**src/rtl/fifo_w2n_flush.sv**
```systemverilog
// Asymmetric 32-bit-in / 4-bit-out FIFO with per-entry nibble counts and a flush that discards captured entries.
// Optional occupancy counter output enabled by defining FIFO_W2N_OCCUPANCY_EN.
module fifo_w2n_flush #(
  parameter int DEPTH    = 4,
  parameter int WR_WIDTH = 32,
  parameter int RD_WIDTH = 4,
  parameter int CNT_W    = $clog2(WR_WIDTH / RD_WIDTH + 1)
) (
  input  logic                clk,
  input  logic                rst,
  input  logic                wr,
  input  logic [WR_WIDTH-1:0] wr_data,
  input  logic [CNT_W-1:0]    wr_nibs,
  input  logic                rd,
  output logic [RD_WIDTH-1:0] rd_data,
  output logic                rd_last,
  output logic                data_avail,
  input  logic                flush_req,
  output logic                flush_done,
  output logic                empty,
  output logic                full
`ifdef FIFO_W2N_OCCUPANCY_EN
  ,
  output logic [$clog2(DEPTH*(WR_WIDTH/RD_WIDTH)+1)-1:0] occ
`endif
);

  localparam int NIBS = WR_WIDTH / RD_WIDTH;
  localparam int AW   = $clog2(DEPTH);
  localparam int PW   = AW + 1;
  localparam int NW   = $clog2(NIBS);

  localparam logic [1:0] IDLE  = 2'd0;
  localparam logic [1:0] FLUSH = 2'd1;
  localparam logic [1:0] DONE  = 2'd2;

  logic [WR_WIDTH-1:0] mem_r [DEPTH];
  logic [CNT_W-1:0]    cnt_r [DEPTH];
  logic [PW-1:0]       wr_ptr_r;
  logic [PW-1:0]       rd_ptr_r;
  logic [PW-1:0]       tgt_r;
  logic [NW-1:0]       nib_ptr_r;
  logic [1:0]          state_r;

  logic [WR_WIDTH-1:0] head_word_s;
  logic [CNT_W-1:0]    head_cnt_s;
  logic                empty_s;
  logic                full_s;
  logic                wr_en_s;
  logic                avail_s;
  logic                rd_en_s;
  logic                last_s;
  logic                discard_s;
  logic [RD_WIDTH-1:0] rd_data_s;

  // Status decode and head-nibble selection
  always_comb begin
    head_word_s = mem_r[rd_ptr_r[AW-1:0]];
    head_cnt_s  = cnt_r[rd_ptr_r[AW-1:0]];
    empty_s     = (wr_ptr_r == rd_ptr_r);
    full_s      = (wr_ptr_r[AW] != rd_ptr_r[AW]) && (wr_ptr_r[AW-1:0] == rd_ptr_r[AW-1:0]);
    wr_en_s     = wr && !full_s;
    avail_s     = !empty_s && (state_r == IDLE);
    rd_en_s     = rd && avail_s;
    last_s      = avail_s && (CNT_W'(nib_ptr_r) == head_cnt_s - CNT_W'(1));
    discard_s   = (state_r == FLUSH) && (rd_ptr_r != tgt_r);
    if (avail_s) begin
      rd_data_s = head_word_s[nib_ptr_r*RD_WIDTH +: RD_WIDTH];
    end else begin
      rd_data_s = '0;
    end
  end

  assign rd_data    = rd_data_s;
  assign rd_last    = last_s;
  assign data_avail = avail_s;
  assign empty      = empty_s;
  assign full       = full_s;
  assign flush_done = (state_r == DONE);

  // Entry storage; writes are accepted in every FSM state
  always_ff @(posedge clk or negedge rst) begin
    if (!rst) begin
      for (int i = 0; i < DEPTH; i++) begin
        mem_r[i] <= '0;
        cnt_r[i] <= '0;
      end
    end else if (wr_en_s) begin
      mem_r[wr_ptr_r[AW-1:0]] <= wr_data;
      cnt_r[wr_ptr_r[AW-1:0]] <= wr_nibs;
    end
  end

  // Write pointer
  always_ff @(posedge clk or negedge rst) begin
    if (!rst) begin
      wr_ptr_r <= '0;
    end else if (wr_en_s) begin
      wr_ptr_r <= wr_ptr_r + PW'(1);
    end
  end

  // Read side and flush FSM; tgt snapshots wr_ptr including a same-cycle write
  always_ff @(posedge clk or negedge rst) begin
    if (!rst) begin
      state_r   <= IDLE;
      rd_ptr_r  <= '0;
      nib_ptr_r <= '0;
      tgt_r     <= '0;
    end else begin
      case (state_r)
        IDLE: begin
          if (rd_en_s) begin
            if (last_s) begin
              nib_ptr_r <= '0;
              rd_ptr_r  <= rd_ptr_r + PW'(1);
            end else begin
              nib_ptr_r <= nib_ptr_r + NW'(1);
            end
          end
          if (flush_req) begin
            state_r <= FLUSH;
            tgt_r   <= wr_ptr_r + PW'(wr_en_s);
          end
        end
        FLUSH: begin
          nib_ptr_r <= '0;
          if (discard_s) begin
            rd_ptr_r <= rd_ptr_r + PW'(1);
            if (rd_ptr_r + PW'(1) == tgt_r) begin
              state_r <= DONE;
            end
          end else begin
            state_r <= DONE;
          end
        end
        DONE: begin
          state_r <= IDLE;
        end
        default: begin
          state_r <= IDLE;
        end
      endcase
    end
  end

`ifdef FIFO_W2N_OCCUPANCY_EN
  localparam int OW = $clog2(DEPTH * NIBS + 1);

  logic [OW-1:0] occ_r;
  logic [OW-1:0] occ_add_s;
  logic [OW-1:0] occ_sub_s;

  // Occupancy deltas: a discarded head only removes its unread remainder
  always_comb begin
    if (wr_en_s) begin
      occ_add_s = OW'(wr_nibs);
    end else begin
      occ_add_s = '0;
    end
    if (discard_s) begin
      occ_sub_s = OW'(head_cnt_s - CNT_W'(nib_ptr_r));
    end else if (rd_en_s) begin
      occ_sub_s = OW'(1);
    end else begin
      occ_sub_s = '0;
    end
  end

  // Occupancy counter
  always_ff @(posedge clk or negedge rst) begin
    if (!rst) begin
      occ_r <= '0;
    end else begin
      occ_r <= occ_r + occ_add_s - occ_sub_s;
    end
  end

  assign occ = occ_r;
`endif

endmodule

```
**config.mk**
```make
export PLATFORM = sky130hd
export DESIGN_NAME = fifo_w2n_flush
export DESIGN_NICKNAME = d
export VERILOG_FILES = /design/src/rtl/fifo_w2n_flush.sv
export SDC_FILE = /design/constraint.sdc
export NUM_CORES = 1
export LEC_CHECK = 0
export ABC_AREA = 1
export BUFFER_PORTS_ARGS = -buffer_cell sky130_fd_sc_hd__buf_2
export CORE_MARGIN = 3
export CORE_UTILIZATION = 59
export CTS_CLUSTER_DIAMETER = 100
export CTS_CLUSTER_SIZE = 28
export DETAILED_ROUTE_END_ITERATION = 10
export MAX_ROUTING_LAYER = met4
export PLACE_DENSITY = 0.87
export SLEW_MARGIN = 10
export SYNTH_ARGS = -nofsm -noshare
export SYNTH_HDL_FRONTEND = slang
export SYNTH_SLANG_ARGS = --single-unit
```
**constraint.sdc**
```tcl
create_clock -name clk -period 2.43 [get_ports clk]
set_input_delay 0.243 -clock clk [delete_from_list [all_inputs] [get_ports clk]]
set_output_delay 0.243 -clock clk [all_outputs]
set_load 0.02 [all_outputs]
```
# == Yosys cells after proc, flatten, opt, wreduce, memory -nomap -nowiden ==
# Index checks and enable logic that the tools add are counted.
# totals
ff_bits,158
in_bits,41
output_inout_bits,9
# op_classes
n_addsub,5
magnitude_cmp,3
n_eq_ne,13
shifts,1
n_mux,24
n_bitwise,2
n_reduce_logical,15
# ops
op,n
bitwise mux 128 bit,1
two-way mux 32 bit,3
binary-select mux 32 bit (select 2 bit),1
demux 32 bit (select 2 bit),1
variable part select 32 x 6 -> 4 bit,1
bitwise mux 16 bit,1
two-way mux 4 bit,4
two-way mux 3 bit,5
one-hot mux 3 bit (2 select lines),2
"adder 3 x 1 -> 3 bit, second input constant",3
binary-select mux 4 bit (select 2 bit),1
demux 4 bit (select 2 bit),1
"inequality test 2 bit, second input constant",4
logical AND 1 bit,7
== test 3 bit,2
"greater-or-equal comparator 3 bit, second input constant",2
two-way mux 2 bit,3
inverter 2 -> 3 bit,2
AND reduction 2 bit,3
== test 3 x 4 -> 1 bit,1
one-hot mux 2 bit (2 select lines),1
AND reduction 4 bit,1
"subtractor 4 x 1 -> 4 bit, second input constant",1
adder 3 x 1 -> 3 bit,1
other kinds (10),11

# == Logic depth before layout (Yosys ltp) ==
# logic_depth
depth_word,10
depth_mapped,19

# == Worst setup path before layout ==
# Ideal clock, no wire load.
# synth_timing
path_type,register to output
startpoint,register rd_ptr_r[0]
endpoint,output port rd_last
arrival_ns,1.915
required_ns,2.187
slack_ns,0.272
path_stages_with_launch,17
path_buffers,2
cell_sequence,dfrtp_1 buf_4 inv_2 buf_6 nand2_1 nand3_1 nand2_1 ha_1 inv_1 nand2_1 nand2_1 nand3_1 nand2_1 inv_1 nor2_1 nand2_1 nor2_1
# synth_via
elab_chain_len,7
word_cells_on_any_way,10
classes_between,add/sub (1); eq/ne (2); mux (3); bitwise (1); reduce/logical (3)
# synth_lines
element,line,text
start: declaration,40,logic [PW-1:0] rd_ptr_r;
start signal: assignment,116,rd_ptr_r <= rd_ptr_r + PW'(1);
start signal: assignment,129,rd_ptr_r <= rd_ptr_r + PW'(1);
inverter 2 -> 3 bit (implied by the code),59,head_cnt_s = cnt_r[rd_ptr_r[AW-1:0]];
binary-select mux 4 bit (select 2 bit),59,
two-way mux 4 bit (implied by the code) (2 in series),59,
subtractor 4 x 1 -> 4 bit,65,last_s = avail_s && (CNT_W'(nib_ptr_r) == head_cnt_s - CNT_W'(1));
== test 3 x 4 -> 1 bit,65,
logical AND 1 bit *,65,
end: declaration,16,"output logic rd_last,"
# Every way passes the cells marked *; elsewhere a longest branch is shown, timed or not. The select of a mux whose other input is x is not followed.

# == Worst setup path after layout ==
# layout_timing
startpoint,register rd_ptr_r[0]
endpoint,output port rd_data[3]
# layout_via
elab_chain_len,6
word_cells_on_any_way,9
classes_between,eq/ne (1); shift (1); mux (4); bitwise (1); reduce/logical (2)
# layout_lines
element,line,text
inverter 2 -> 3 bit (implied by the code),58,head_word_s = mem_r[rd_ptr_r[AW-1:0]];
binary-select mux 32 bit (select 2 bit),58,
two-way mux 32 bit (implied by the code) (2 in series),58,
variable part select 32 x 6 -> 4 bit,68,rd_data_s = head_word_s[nib_ptr_r*RD_WIDTH +: RD_WIDTH];
two-way mux 4 bit *,67,if (avail_s) begin
end: declaration,15,"output logic [RD_WIDTH-1:0] rd_data,"
# Marked as above.

==> run metrics <==
fin nets between 1000 and 1500; CP Capture Type output port; Num CTS Buffers 17; worst-path fanout max 19; Worst-Skew Late Latency ~0.44 ns; Worst-Margin Slew 0.470 ns; most common flop cell mapped by yosys dfrtp_1; clock sinks ~160; multi-input logic area roughly 0.0031 mm2; final hold vios 0; failing checks negative setup slack; drc violations 0; Worst-path clk slew 0.07 ns; arrival time worst endpoint 2.31 ns; Yosys top cell by area dfrtp_1; via-per-instance ratio 6.01; status finished, violations left; grt peak-use layer met2; met3 Use GR 0.0613; # H-tree levels 4; CTS tree done; FILL cells 824; Worst Clk Skew 0.0117 ns; Root Buffer clkbuf_16; CP max stage cell dfrtp_2; CORE AREA around 0.012 mm2; CP Cell Sequence clkinv_4, buf_4, nor2_1, nor2_1, o21ai_0, o211ai_1, nand3_1, nand2_1, nor2_2, nor2_2, buf_6; largest net degree at the start of global routing 80; worst vdd ir 728 uV; CP Data Required Time about 2.2 ns; Antenna diodes 0; post-route minimum period 2.55 ns; distinct cell type count after synthesis 25; Synth area leaders dfrtp_1, o21ai_0, nand2_1, nor2_1, inv_1; async set or reset register ratio after synthesis 1.00; GR Util met1 0.399; Antenna Nets Post-Route 0; met2 usage 0.463; crit-path max cell delay ~0.48 ns; sequential area share after synthesis 0.525; initial antenna violation count 0; top-count cell post-synth nand2_1; Die X between 100 and 150 um; HP Class primary input to flip-flop; Top Ports 50; # setup viols final 5; Synth Register Bits 158; Starting Density 0.614; number of DRC markers in iteration 0 894; I/O Buffers 49; internal reg-to-reg setup slack ~0.29 ns; height of the die between 100 and 150 um; vias in the first global route ~6600; global-route wire length before repair between 30000 and 40000 um; Synth top cells by count nand2_1, o21ai_0, dfrtp_1, nor2_1, inv_1; YS warnings 0; Pwr Density 1540 mW/mm2; drt total wl approximately 20000 um; Leakage 4.39 nW; Vias about 7000; DP HPWL ~11000 um; RSZ-0062 raised after global routing true; Die ar. about 0.014 mm2; synthesized area roughly 0.0075 mm2; Cell Rows 40; ratio of cells with drive above 1 in the final layout 0.169; Post-Syn Instances slightly above 900; Rel. slew slack 0.686; critical path type flip-flop to output port; pre-CTS setup slack 0.180 ns; f_max roughly 390 MHz; Total GRT Usage 0.303; Longest Clk Path Bufs 2; Post-synth EDFFs 0; Register Area ~0.0040 mm2; Overall Power around 14 mW; grt ovf 0; final worst-path setup slack -0.118 ns; Synth top area share 0.525; P&R area growth vs syn 19.4%; drt wl/cell roughly 18 um; # Max-Cap Violations 0; Final GP Congestion ~0.85; Hold Slack 0.0948 ns; router iterations before antenna repair 6; max-slew violation total from the final report 0; Synth Net Count approximately 960; final worst path period share 1.05; CP startpoint kind flip-flop; Avg Cell Area, Syn slightly above 8 um2
## where the power goes
group          switching [mW]  internal [mW]  total [mW]
combinational            3.98           2.56        6.54
sequential              0.769           3.85        4.62
clock                    1.12           1.51        2.63
## what timing repair did
| item | 4_1_cts | 5_1_grt |
|---|---|---|
| endpoints found under the setup margin | 6 | 5 |
| gates cloned | 5 | 1 |
| resized for setup | 51 | 23 |
| pin swaps | 15 | 15 |
| hold buffers | 1 | 0 |
| setup buffers | 10 | 5 |
| hold endpoints to repair | 47 | 0 |
## state kept, by name, indices dropped and copies added (netlist names)
register / cells
state_r: 2
mem_r: 128
tgt_r: 3
cnt_r: 16
rd_ptr_r: 3
nib_ptr_r: 3
wr_ptr_r: 3
## stage by stage
stage | cells | utilization | cell area (um2) | setup TNS [ns]
finish | 1138 | 0.732 | 8980 | -0.432
floorplan | 907 | - | 7520 | 0
global route | 1138 | 0.732 | 8980 | -0.917
global placement | 1087 | 0.646 | 7930 | 0
CTS | 1135 | 0.726 | 8900 | -0.146
detailed placement | 1087 | 0.646 | 7930 | 0
## critical path: cells and delay by family, from the launching register on
kind | cells | cell delay, ns
AO/OA/AOI/OAI | 2 | 0.20
buffers and inverters | 3 | 0.53
AND/OR/NAND/NOR | 6 | 0.65
flip-flops | 1 | 0.48
## cells by family after synthesis
kind of cell / share of synthesized area
flops: 0.525
fa+ha+maj: 0.0150
compound gates: 0.178
buf+inv: 0.0763
xor+xnor: 0.0151
simple gates: 0.190
## placed cells by master (no fill, tap or decap), drive strengths merged, types with 7 or more instances in the layout
cell type,synthesis,routed
o211ai,29,29
ha,9,9
o21ai,216,216
clkbuf,12,21
nand3,40,40
nand2,210,210
dfrtp,158,158
inv,60,64
xnor2,7,7
nor2,102,102
buf,45,86
## area by class of cell
| class | count | share of cell area |
|---|---|---|
| sequential | 158 | 0.441 |
| tap | 168 | 0.0234 |
| clock inverter | 12 | 0.0137 |
| clock buffer | 20 | 0.0520 |
| inverter | 62 | 0.0269 |
| timing repair buffer | 88 | 0.0935 |
| multi-input combinational | 630 | 0.350 |
## worst paths after layout
kind                             start          end  cells after the start
max reg2reg                rd_ptr_r[0]  rd_ptr_r[1]                     11
min reg2reg                  mem_r[47]    mem_r[47]                      2
min                        wr_data[30]    mem_r[62]                      3
min in group asynchronous          rst    mem_r[71]                      2
max in group asynchronous          rst  rd_ptr_r[0]                      3
max                        rd_ptr_r[0]   rd_data[3]                     11
## layer usage
metal  up-vias  share of wire  routed length [um]
met4         0          0.038                 783
met3        96          0.092                1880
met1      3244           0.40                8100
li1       3082              -                   -
met2       416           0.47                9720
met5         -              0                   0
Power figures use the tool's default switching activity.
